[src/rtl/idli_utx_ctl_m.sv]
// UART TX controller: pairs EX nibbles into bytes, queues them in a byte FIFO and sends 8N1 frames.
// Define IDLI_UTX_PARITY_EN to insert an even-parity bit between the data bits and the stop bit.
module idli_utx_ctl_m #(
    parameter int DEPTH    = 4,
    parameter int BAUD_DIV = 16
) (
    input  logic                   i_utx_gck,
    input  logic                   i_utx_rst_n,
    input  logic                   i_utx_vld,
    input  logic [3:0]             i_utx_data,
    output logic                   o_utx_acp,
    output logic [$clog2(DEPTH):0] o_utx_lvl,
    output logic                   o_utx_busy,
    output logic                   o_utx_tx
);
    localparam int PW = $clog2(DEPTH);
    localparam int LW = PW + 1;
    localparam int CW = $clog2(BAUD_DIV);

    typedef enum logic [2:0] {
        ST_IDLE   = 3'd0,
        ST_START  = 3'd1,
        ST_DATA   = 3'd2,
        ST_STOP   = 3'd3
`ifdef IDLI_UTX_PARITY_EN
        , ST_PARITY = 3'd4
`endif
    } state_t;

    logic [7:0]    mem_r [DEPTH];
    logic [PW-1:0] wr_ptr_r;
    logic [PW-1:0] rd_ptr_r;
    logic [LW-1:0] count_r;
    logic          pend_r;
    logic [3:0]    low_r;
    state_t        state_r;
    state_t        state_s;
    logic [CW-1:0] baud_r;
    logic [CW-1:0] baud_s;
    logic [2:0]    bit_r;
    logic [2:0]    bit_s;
    logic [7:0]    shift_r;
    logic [7:0]    shift_s;
    logic          tx_r;
    logic          tx_s;
    logic          acp_s;
    logic          empty_s;
    logic          nib_s;
    logic          push_s;
    logic          pop_s;
    logic          baud_end_s;
`ifdef IDLI_UTX_PARITY_EN
    logic          par_r;
    logic          par_s;
`endif

    assign acp_s      = (count_r != LW'(DEPTH));
    assign empty_s    = (count_r == {LW{1'b0}});
    assign nib_s      = i_utx_vld & acp_s;
    assign push_s     = nib_s & pend_r;
    assign baud_end_s = (baud_r == CW'(BAUD_DIV - 1));

    // Serialiser next-state, next-bit and FIFO pop decision
    always_comb begin
        state_s = state_r;
        bit_s   = bit_r;
        shift_s = shift_r;
        tx_s    = tx_r;
        pop_s   = 1'b0;
`ifdef IDLI_UTX_PARITY_EN
        par_s   = par_r;
`endif
        if (baud_end_s) begin
            baud_s = {CW{1'b0}};
        end else begin
            baud_s = baud_r + CW'(1);
        end
        case (state_r)
            ST_IDLE: begin
                baud_s = {CW{1'b0}};
                tx_s   = 1'b1;
                if (!empty_s) begin
                    pop_s   = 1'b1;
                    shift_s = mem_r[rd_ptr_r];
`ifdef IDLI_UTX_PARITY_EN
                    par_s   = ^mem_r[rd_ptr_r];
`endif
                    state_s = ST_START;
                    tx_s    = 1'b0;
                end else begin
                    state_s = ST_IDLE;
                end
            end
            ST_START: begin
                if (baud_end_s) begin
                    state_s = ST_DATA;
                    bit_s   = 3'd0;
                    tx_s    = shift_r[0];
                end else begin
                    tx_s    = 1'b0;
                end
            end
            ST_DATA: begin
                if (baud_end_s) begin
                    shift_s = {1'b0, shift_r[7:1]};
                    if (bit_r == 3'd7) begin
`ifdef IDLI_UTX_PARITY_EN
                        state_s = ST_PARITY;
                        tx_s    = par_r;
`else
                        state_s = ST_STOP;
                        tx_s    = 1'b1;
`endif
                    end else begin
                        bit_s   = bit_r + 3'd1;
                        tx_s    = shift_r[1];
                    end
                end else begin
                    tx_s = tx_r;
                end
            end
`ifdef IDLI_UTX_PARITY_EN
            ST_PARITY: begin
                if (baud_end_s) begin
                    state_s = ST_STOP;
                    tx_s    = 1'b1;
                end else begin
                    tx_s    = tx_r;
                end
            end
`endif
            ST_STOP: begin
                // Back-to-back frames: the next start bit follows the stop bit with no idle gap
                if (baud_end_s) begin
                    if (!empty_s) begin
                        pop_s   = 1'b1;
                        shift_s = mem_r[rd_ptr_r];
`ifdef IDLI_UTX_PARITY_EN
                        par_s   = ^mem_r[rd_ptr_r];
`endif
                        state_s = ST_START;
                        tx_s    = 1'b0;
                    end else begin
                        state_s = ST_IDLE;
                        tx_s    = 1'b1;
                    end
                end else begin
                    tx_s = 1'b1;
                end
            end
            default: begin
                state_s = ST_IDLE;
                baud_s  = {CW{1'b0}};
                tx_s    = 1'b1;
            end
        endcase
    end

    // State, pointer, occupancy and nibble-pending registers
    always_ff @(posedge i_utx_gck) begin
        if (!i_utx_rst_n) begin
            wr_ptr_r <= {PW{1'b0}};
            rd_ptr_r <= {PW{1'b0}};
            count_r  <= {LW{1'b0}};
            pend_r   <= 1'b0;
            low_r    <= 4'h0;
            state_r  <= ST_IDLE;
            baud_r   <= {CW{1'b0}};
            bit_r    <= 3'd0;
            shift_r  <= 8'h00;
            tx_r     <= 1'b1;
`ifdef IDLI_UTX_PARITY_EN
            par_r    <= 1'b0;
`endif
        end else begin
            if (nib_s) begin
                pend_r <= ~pend_r;
                if (!pend_r) begin
                    low_r <= i_utx_data;
                end
            end
            if (push_s) begin
                wr_ptr_r <= wr_ptr_r + PW'(1);
            end
            if (pop_s) begin
                rd_ptr_r <= rd_ptr_r + PW'(1);
            end
            count_r  <= count_r + LW'(push_s) - LW'(pop_s);
            state_r  <= state_s;
            baud_r   <= baud_s;
            bit_r    <= bit_s;
            shift_r  <= shift_s;
            tx_r     <= tx_s;
`ifdef IDLI_UTX_PARITY_EN
            par_r    <= par_s;
`endif
        end
    end

    // FIFO storage write
    always_ff @(posedge i_utx_gck) begin
        if (i_utx_rst_n && push_s) begin
            mem_r[wr_ptr_r] <= {i_utx_data, low_r};
        end
    end

    assign o_utx_acp  = acp_s;
    assign o_utx_lvl  = count_r;
    assign o_utx_busy = !empty_s || (state_r != ST_IDLE);
    assign o_utx_tx   = tx_r;
endmodule

[config.mk]
export PLATFORM = sky130hd
export DESIGN_NAME = idli_utx_ctl_m
export DESIGN_NICKNAME = d
export VERILOG_FILES = /design/src/rtl/idli_utx_ctl_m.sv
export SDC_FILE = /design/constraint.sdc
export NUM_CORES = 1
export LEC_CHECK = 0
export CELL_PAD_IN_SITES_DETAIL_PLACEMENT = 0
export CELL_PAD_IN_SITES_GLOBAL_PLACEMENT = 1
export CORE_ASPECT_RATIO = 1.4
export CORE_UTILIZATION = 52
export CTS_CLUSTER_SIZE = 30
export DETAILED_ROUTE_END_ITERATION = 7
export GPL_TIMING_DRIVEN = 0
export PLACE_DENSITY_LB_ADDON = 0.1
export SLEW_MARGIN = 20
export SYNTH_ARGS = -nofsm -noshare
export SYNTH_HDL_FRONTEND = slang
export SYNTH_SLANG_ARGS = --single-unit
[constraint.sdc]
create_clock -name i_utx_gck -period 4.5 [get_ports i_utx_gck]
set_clock_uncertainty 0.15 [all_clocks]
set_input_delay 0.9 -clock i_utx_gck [delete_from_list [all_inputs] [get_ports i_utx_gck]]
set_output_delay 0.9 -clock i_utx_gck [all_outputs]
set_load 0.02 [all_outputs]
Word level (Yosys, flattened, before mapping)
Memory sizes are Yosys's and may differ from the RTL's. A register that Yosys moved wholly into a read port is not among the register bits. Index checks and enable logic that the tools add are counted.

Add/subtract/negate cells: 6. Eq/ne operators: 11. Mux-type cells: 27. Bitwise gates (word level): 5. Reduce and logical (&&, ||, !) cells: 14.

Operator list (count): $mux 8 (3); $pmux 8 s3 (1); $mux 3 (7); $pmux 3 s4 (1); $mux 1 (10); $ne 2x2->1 const B (5); $reduce_and 4->1 (2); $eq 3x2->1 const B (2); $logic_not 3->1 (2); $pmux 3 s2 (1); $reduce_bool 3->1 (2); $reduce_or 3->1 (2); $add 2x1->2 const B (2); $add 4x1->4 const B (1); $eq 4x4->1 const B (1); $mux 2 (2); $pmux 1 s4 (1); $add 3x1->3 (1); $add 3x1->3 const B (1); $eq 3x1->1 const B (1); $eq 3x3->1 const B (1); $ne 3x3->1 const B (1); $not 1->1 (3); $reduce_and 3->1 (1); 8 further kinds (9).

Flip-flop bits (word level): 31. Memory bits (writable): 32. Input port bits: 7. Word-level logic and storage cells: 74. Memories kept: 1.

Memories: mem_r (words 4, width 8, read ports 1, clocked after Yosys merged registers in 1, wr ports 1, line 30) `logic [7:0] mem_r [DEPTH];`.

Depth between registers and ports, before layout
Depth in word-level cells: 6. Depth in mapped cells: 12.

Worst setup path before layout
Ideal clock, no wire load.

Kind: register -> register. Start point: register count_r[2] (netlist: o_utx_lvl[2]). End point: register count_r[2] (netlist: o_utx_lvl[2]). Arrival: 2501 ps. Data required time: 4222 ps. Slack: 1721 ps. Stages on the path, launching flop included: 13. Path buffers: 1. Period minus slack after synthesis: 2779 ps. Cell sequence: dfxtp_1 or3b_1 and3_1 buf_6 inv_1 ha_1 inv_1 ha_1 inv_1 fa_1 xor2_1 xnor2_1 nor2_1.

Word-level cells in the longest chain between the ends: 5. Elaborated cells on any way between the ends: 9. Those cells by class: add/sub (2); eq/ne (1); mux (3); bitwise (2); reduce/logical (1).

Ends and longest elaborated chain: from (decl) (line 33) `logic [LW-1:0] count_r;`; from (signal assigned) (line 164) `count_r <= {LW{1'b0}};`; from (signal assigned) (line 188) `count_r <= count_r + LW'(push_s) - LW'(pop_s);`; $ne 3x3->1 (line 57) `assign acp_s = (count_r != LW'(DEPTH));`; via o_utx_acp (line 11) `output logic o_utx_acp,`; $and 1x1->1 (line 59) `assign nib_s = i_utx_vld & acp_s;`; $and 1x1->1 (line 60) `assign push_s = nib_s & pend_r;`; $add 3x1->3 (line 188); $sub 3x1->3 (line 188).

The timed path passes the listed nets, and every way through them passes these cells. A chain may end at the register's enable or synchronous reset.

Final worst setup path
Start point: register count_r[1] (netlist: o_utx_lvl[1]). End point: output port o_utx_busy.

Word-level cells in the longest chain between the ends: 3.

Ends and longest elaborated chain: $logic_not 3->1 (line 58) `assign empty_s = (count_r == {LW{1'b0}});`; $logic_not 1->1 (line 209) `assign o_utx_busy = !empty_s || (state_r != ST_IDLE);`; $logic_or 1x1->1 (line 209); to (decl) (line 13) `output logic o_utx_busy,`.

No other way between the ends.

==> out/summary.md <==
In this run, the number of DRC markers left after iteration 0 of detailed routing was 63. The global route total overflow was 0. Ranked by instance count, the synthesized netlist is headed by dfxtp_1, edfxtp_1, mux2i_1. Setup violations remaining at the end of the flow were counted as 0. For the worst flop-to-flop path, the logic depth is 11. Most instantiated flip-flop cell in the synthesis netlist: edfxtp_1. The endpoint identified for the worst register-to-register timing path is o_utx_lvl[2]. For the initial antenna violation count, the log shows 0. Fraction of the mapped netlist area in adder cells: 7.01%.

Sequential elements use 57.6% of the synthesized area. The flow ran to the end, and the final reports show no timing, DRC or antenna violations. For this design the total switching power over the nets is 0.000644 W. The filler cells instantiated in the layout total 409. Once the clock tree was built, the resizer swapped 0 gates to a different size.

TritonCTS built the clock tree. For the post-synthesis instance area, the log shows 2780 um2. The run gives 0 as the remaining number of nets flagged by the antenna check after routing.

Of the total power, registers draw 39.2%. The worst register-to-register path begins at state_r[0]. After synthesis, the largest family of logic cells by area is compound AO/OA/AOI/OAI gates. The post-route core utilization was 61.7%. The signal on the critical path passes through nor3_2, nand2_1, clkdlybuf4s50_1. The clock passes through at most 2 buffers. The cell class contributing the biggest share of worst-path delay is simple AND/OR/NAND/NOR gates.

In the routed design, unresolved DRC markers number 0. The synthesized design devotes to its leading area cell type 34.5% of total area. Summing the areas of all compound-gate instances in the mapped netlist gives 10.8% of the synthesized area.

The repair_antennas step left the layout with diodes totalling 0. At the pin with the least slew margin, the transition time is 547 ps. Following the worst setup path forward leads to its endpoint at o_utx_busy.

Yosys mapped a number of flops with a built-in enable equal to 32. STA classifies the critical path startpoint as a flop. Of the total synthesized cell area, the portion taken by XOR and XNOR cells is 1.89%. The total number of yosys warnings came out at 0. The total number of clock tree sinks is 64, and the worst path setup slack after routing is 1560 ps.

The final estimated routing congestion in global placement was 0.798. CTS built an H-tree with a depth of 3. Per report_power, the combinational group accounts for 35.4% of the total. In the post-synthesis netlist, the biggest area contributors are edfxtp_1, dfxtp_1, mux2i_1.

On the worst path, the slowest cell contributes a delay of 550 ps. The tools report the count of endpoints failing hold in the final timing report as 0. Reg2reg setup slack: 1710 ps.

The via count of the first global-routing pass is 1740, and the count of buffers added by post-CTS timing repair for setup is 0. At the worst endpoint, the required time is 3450 ps. The wire length of the first global-routing pass is 8100 um, and the share of flip-flops with an asynchronous set or reset is 0%. The critical path runs through a total of 3 cells. In this run the tightest slew margin relative to its limit is 63.5%. Clock-pin slew was measured on the worst setup and hold paths at 70 ps. The floorplan step set the die width to 63.8 um.

When the netlist entered floorplanning its net count stood at 249. Before CTS, the worst setup slack after placement is 1200 ps. The routed design has 4990 um of wire. The number of input and output port buffers inserted works out to 12. The multi-input gate area in the final layout was 1070 um2. The die covers 5650 um2. The run gives 1600 um2 as the register area.

Startpoint-to-endpoint class of the critical path: flop to output pin. The die height was 88.6 um. Number of iterations in the first detailed-routing pass: 4. The clock reaches the later pin of the worst-skew pair after 350 ps.

The largest individual stage delay along the critical path comes from the cell clkdlybuf4s50_1. The final critical delay including setup and external delays works out to 2940 ps. The run gives 340 MHz as the maximum achievable frequency.

The buffers plus inverters on the worst setup path was 1. Buffers inserted during clock tree synthesis total 9. After detailed routing, the number of vias per cell comes to 5.49. The max-capacitance violation count is 0, and the share of final-layout standard cells stronger than drive strength 1 is 12.5%. The non-filler instance count after layout was 321. In this run, the clock network consumes 25.4% of the power. The critical path starts at o_utx_lvl[1].

For the arrival time at the worst endpoint, the log shows 1890 ps. Hold repair after CTS inserted 0 buffers. For this block, the via count after detailed routing is 1763. After the last flow step, the layout net total stands at 272. The synthesized netlist contains 44 unique library cells. In this run the clock root is driven by a clkbuf_8. In this run the count of I/O pins placed on the die edge is 13. The startpoint identified for the worst hold timing path is bit_r[2]. Entering global routing, the biggest net connects 13 pins. Synthesis inferred 64 register bits. The initial utilization of the core area, before any placement, comes to 53.9%. The worst ir drop on vdd is 345 uV, and the synthesis-to-finish area growth is 14.3%. In the synthesized netlist, mux cells make up 8.27% of the area.

The period utilization was 65.3%. The worst setup path is captured at an output pin. In this run switching power makes up 33.9% of total power. Summed over all instances, the cell type with the most area after synthesis is edfxtp_1. After detailed placement, the design holds a cell count of 305.

The average size of a mapped cell is 12.3 um2. The count of final max-slew check failures is 0, and the final total negative setup slack is 0 ps. Row generation in the floorplan step produced 31 rows. Power spread over the standard cell area amounts to 597 nW/um2. The wire length per cell was 15.5 um; the total core area was 5160 um2.

Setup repair after global routing left no endpoint under its margin. The simple-gate area share of the yosys netlist was 10.4%. Class of the tightest hold or removal check: flop to flop.

In the global route stage, overall resource usage came out at 20.1%. After technology mapping, the gate count stands at 227. Along the worst path, the maximum fanout reaches 6. The internal power of the cells totals 0.00126 W. Summed over all cells, the static leakage comes to 1.16 nW. For the half-perimeter wire length after placement, the log shows 3660 um.
[cells in the final DEF (no fill, tap or decap), drive strengths merged, types with 7 or more instances in the layout]
| cell type | n |
|---|---|
| edfxtp | 32 |
| buf | 7 |
| o22ai | 7 |
| ha | 14 |
| clkdlybuf4s50 | 12 |
| dfxtp | 32 |
| a21oi | 19 |
| clkbuf | 15 |
| o21ai | 9 |
| inv | 10 |
| nor2 | 9 |
| and3 | 7 |
| mux2i | 23 |
[metrics by stage]
step / area, um2 / total power (W) / hold WS (ps)
final: 3180 / 0.00190 / 320
after global routing: 3180 / 0.00202 / 334
after CTS: 3180 / 0.00192 / 319
after detailed placement: 2990 / 0.00143 / 308
after global placement: 2990 / 0.00140 / 296
after floorplan: 2780 / 0.00126 / 286
[worst register-to-register path: cells and delay by family (launching register included)]
family                   cells  cell delay (ps)
XOR/XNOR                     2              350
flip-flops                   1              390
AND/OR/NAND/NOR              2              430
adder cells (fa/ha/maj)      4             1150
buffers and inverters        3              200
[worst min path at each step]
stage          cells after the start       end  slack [ps]
2_1_floorplan                      2  bit_r[1]         290
3_3_place_gp                       2  bit_r[1]         300
3_5_place_dp                       2  bit_r[2]         310
4_1_cts                            2  bit_r[2]         320
5_1_grt                            2  bit_r[2]         330
6_report                           2  bit_r[2]         320
[registers in the layout, summed over array words and instances, names as in the netlist, 3 cells and up, named ones only]
name,count
bit_r,3
shift_r,8
mem_r,32
o_utx_lvl,3
low_r,4
baud_r,4
[layer usage]
metal	part of all wire, %	global-route usage (%)
met1	39	19.7
met2	55	36.9
met3	2.6	4.64
met4	3.2	14.3
met5	0	0
[kinds of logic (layout without fill, tap and decap cells)]
logic type | count (synthesis) | count (layout)
AO/OA/AOI/OAI | 46 | 46
XOR/XNOR | 6 | 6
flip-flops | 64 | 64
AND/OR/NAND/NOR | 51 | 51
adder cells (fa/ha/maj) | 15 | 15
multiplexers | 23 | 23
buffers and inverters | 22 | 50
[power groups by stage]
stage / sequential, W / clock, W / combinational [W]
2_1_floorplan: 0.000758 / 0 / 0.000507
3_3_place_gp: 0.000750 / 0 / 0.000652
3_5_place_dp: 0.000756 / 0 / 0.000677
4_1_cts: 0.000744 / 0.000492 / 0.000681
5_1_grt: 0.000755 / 0.000515 / 0.000747
6_report: 0.000744 / 0.000483 / 0.000672
[layout make-up]
type,instances,share of cell area [%]
Buffer,13,2.48
Tap cell,66,2.60
Clock buffer,9,3.89
Multi-Input combinational cell,141,33.6
Clock inverter,7,2.24
Sequential cell,64,50.4
Inverter,9,1.06
Timing Repair Buffer,12,3.78
Note: power is estimated with default switching activity, not from simulation.
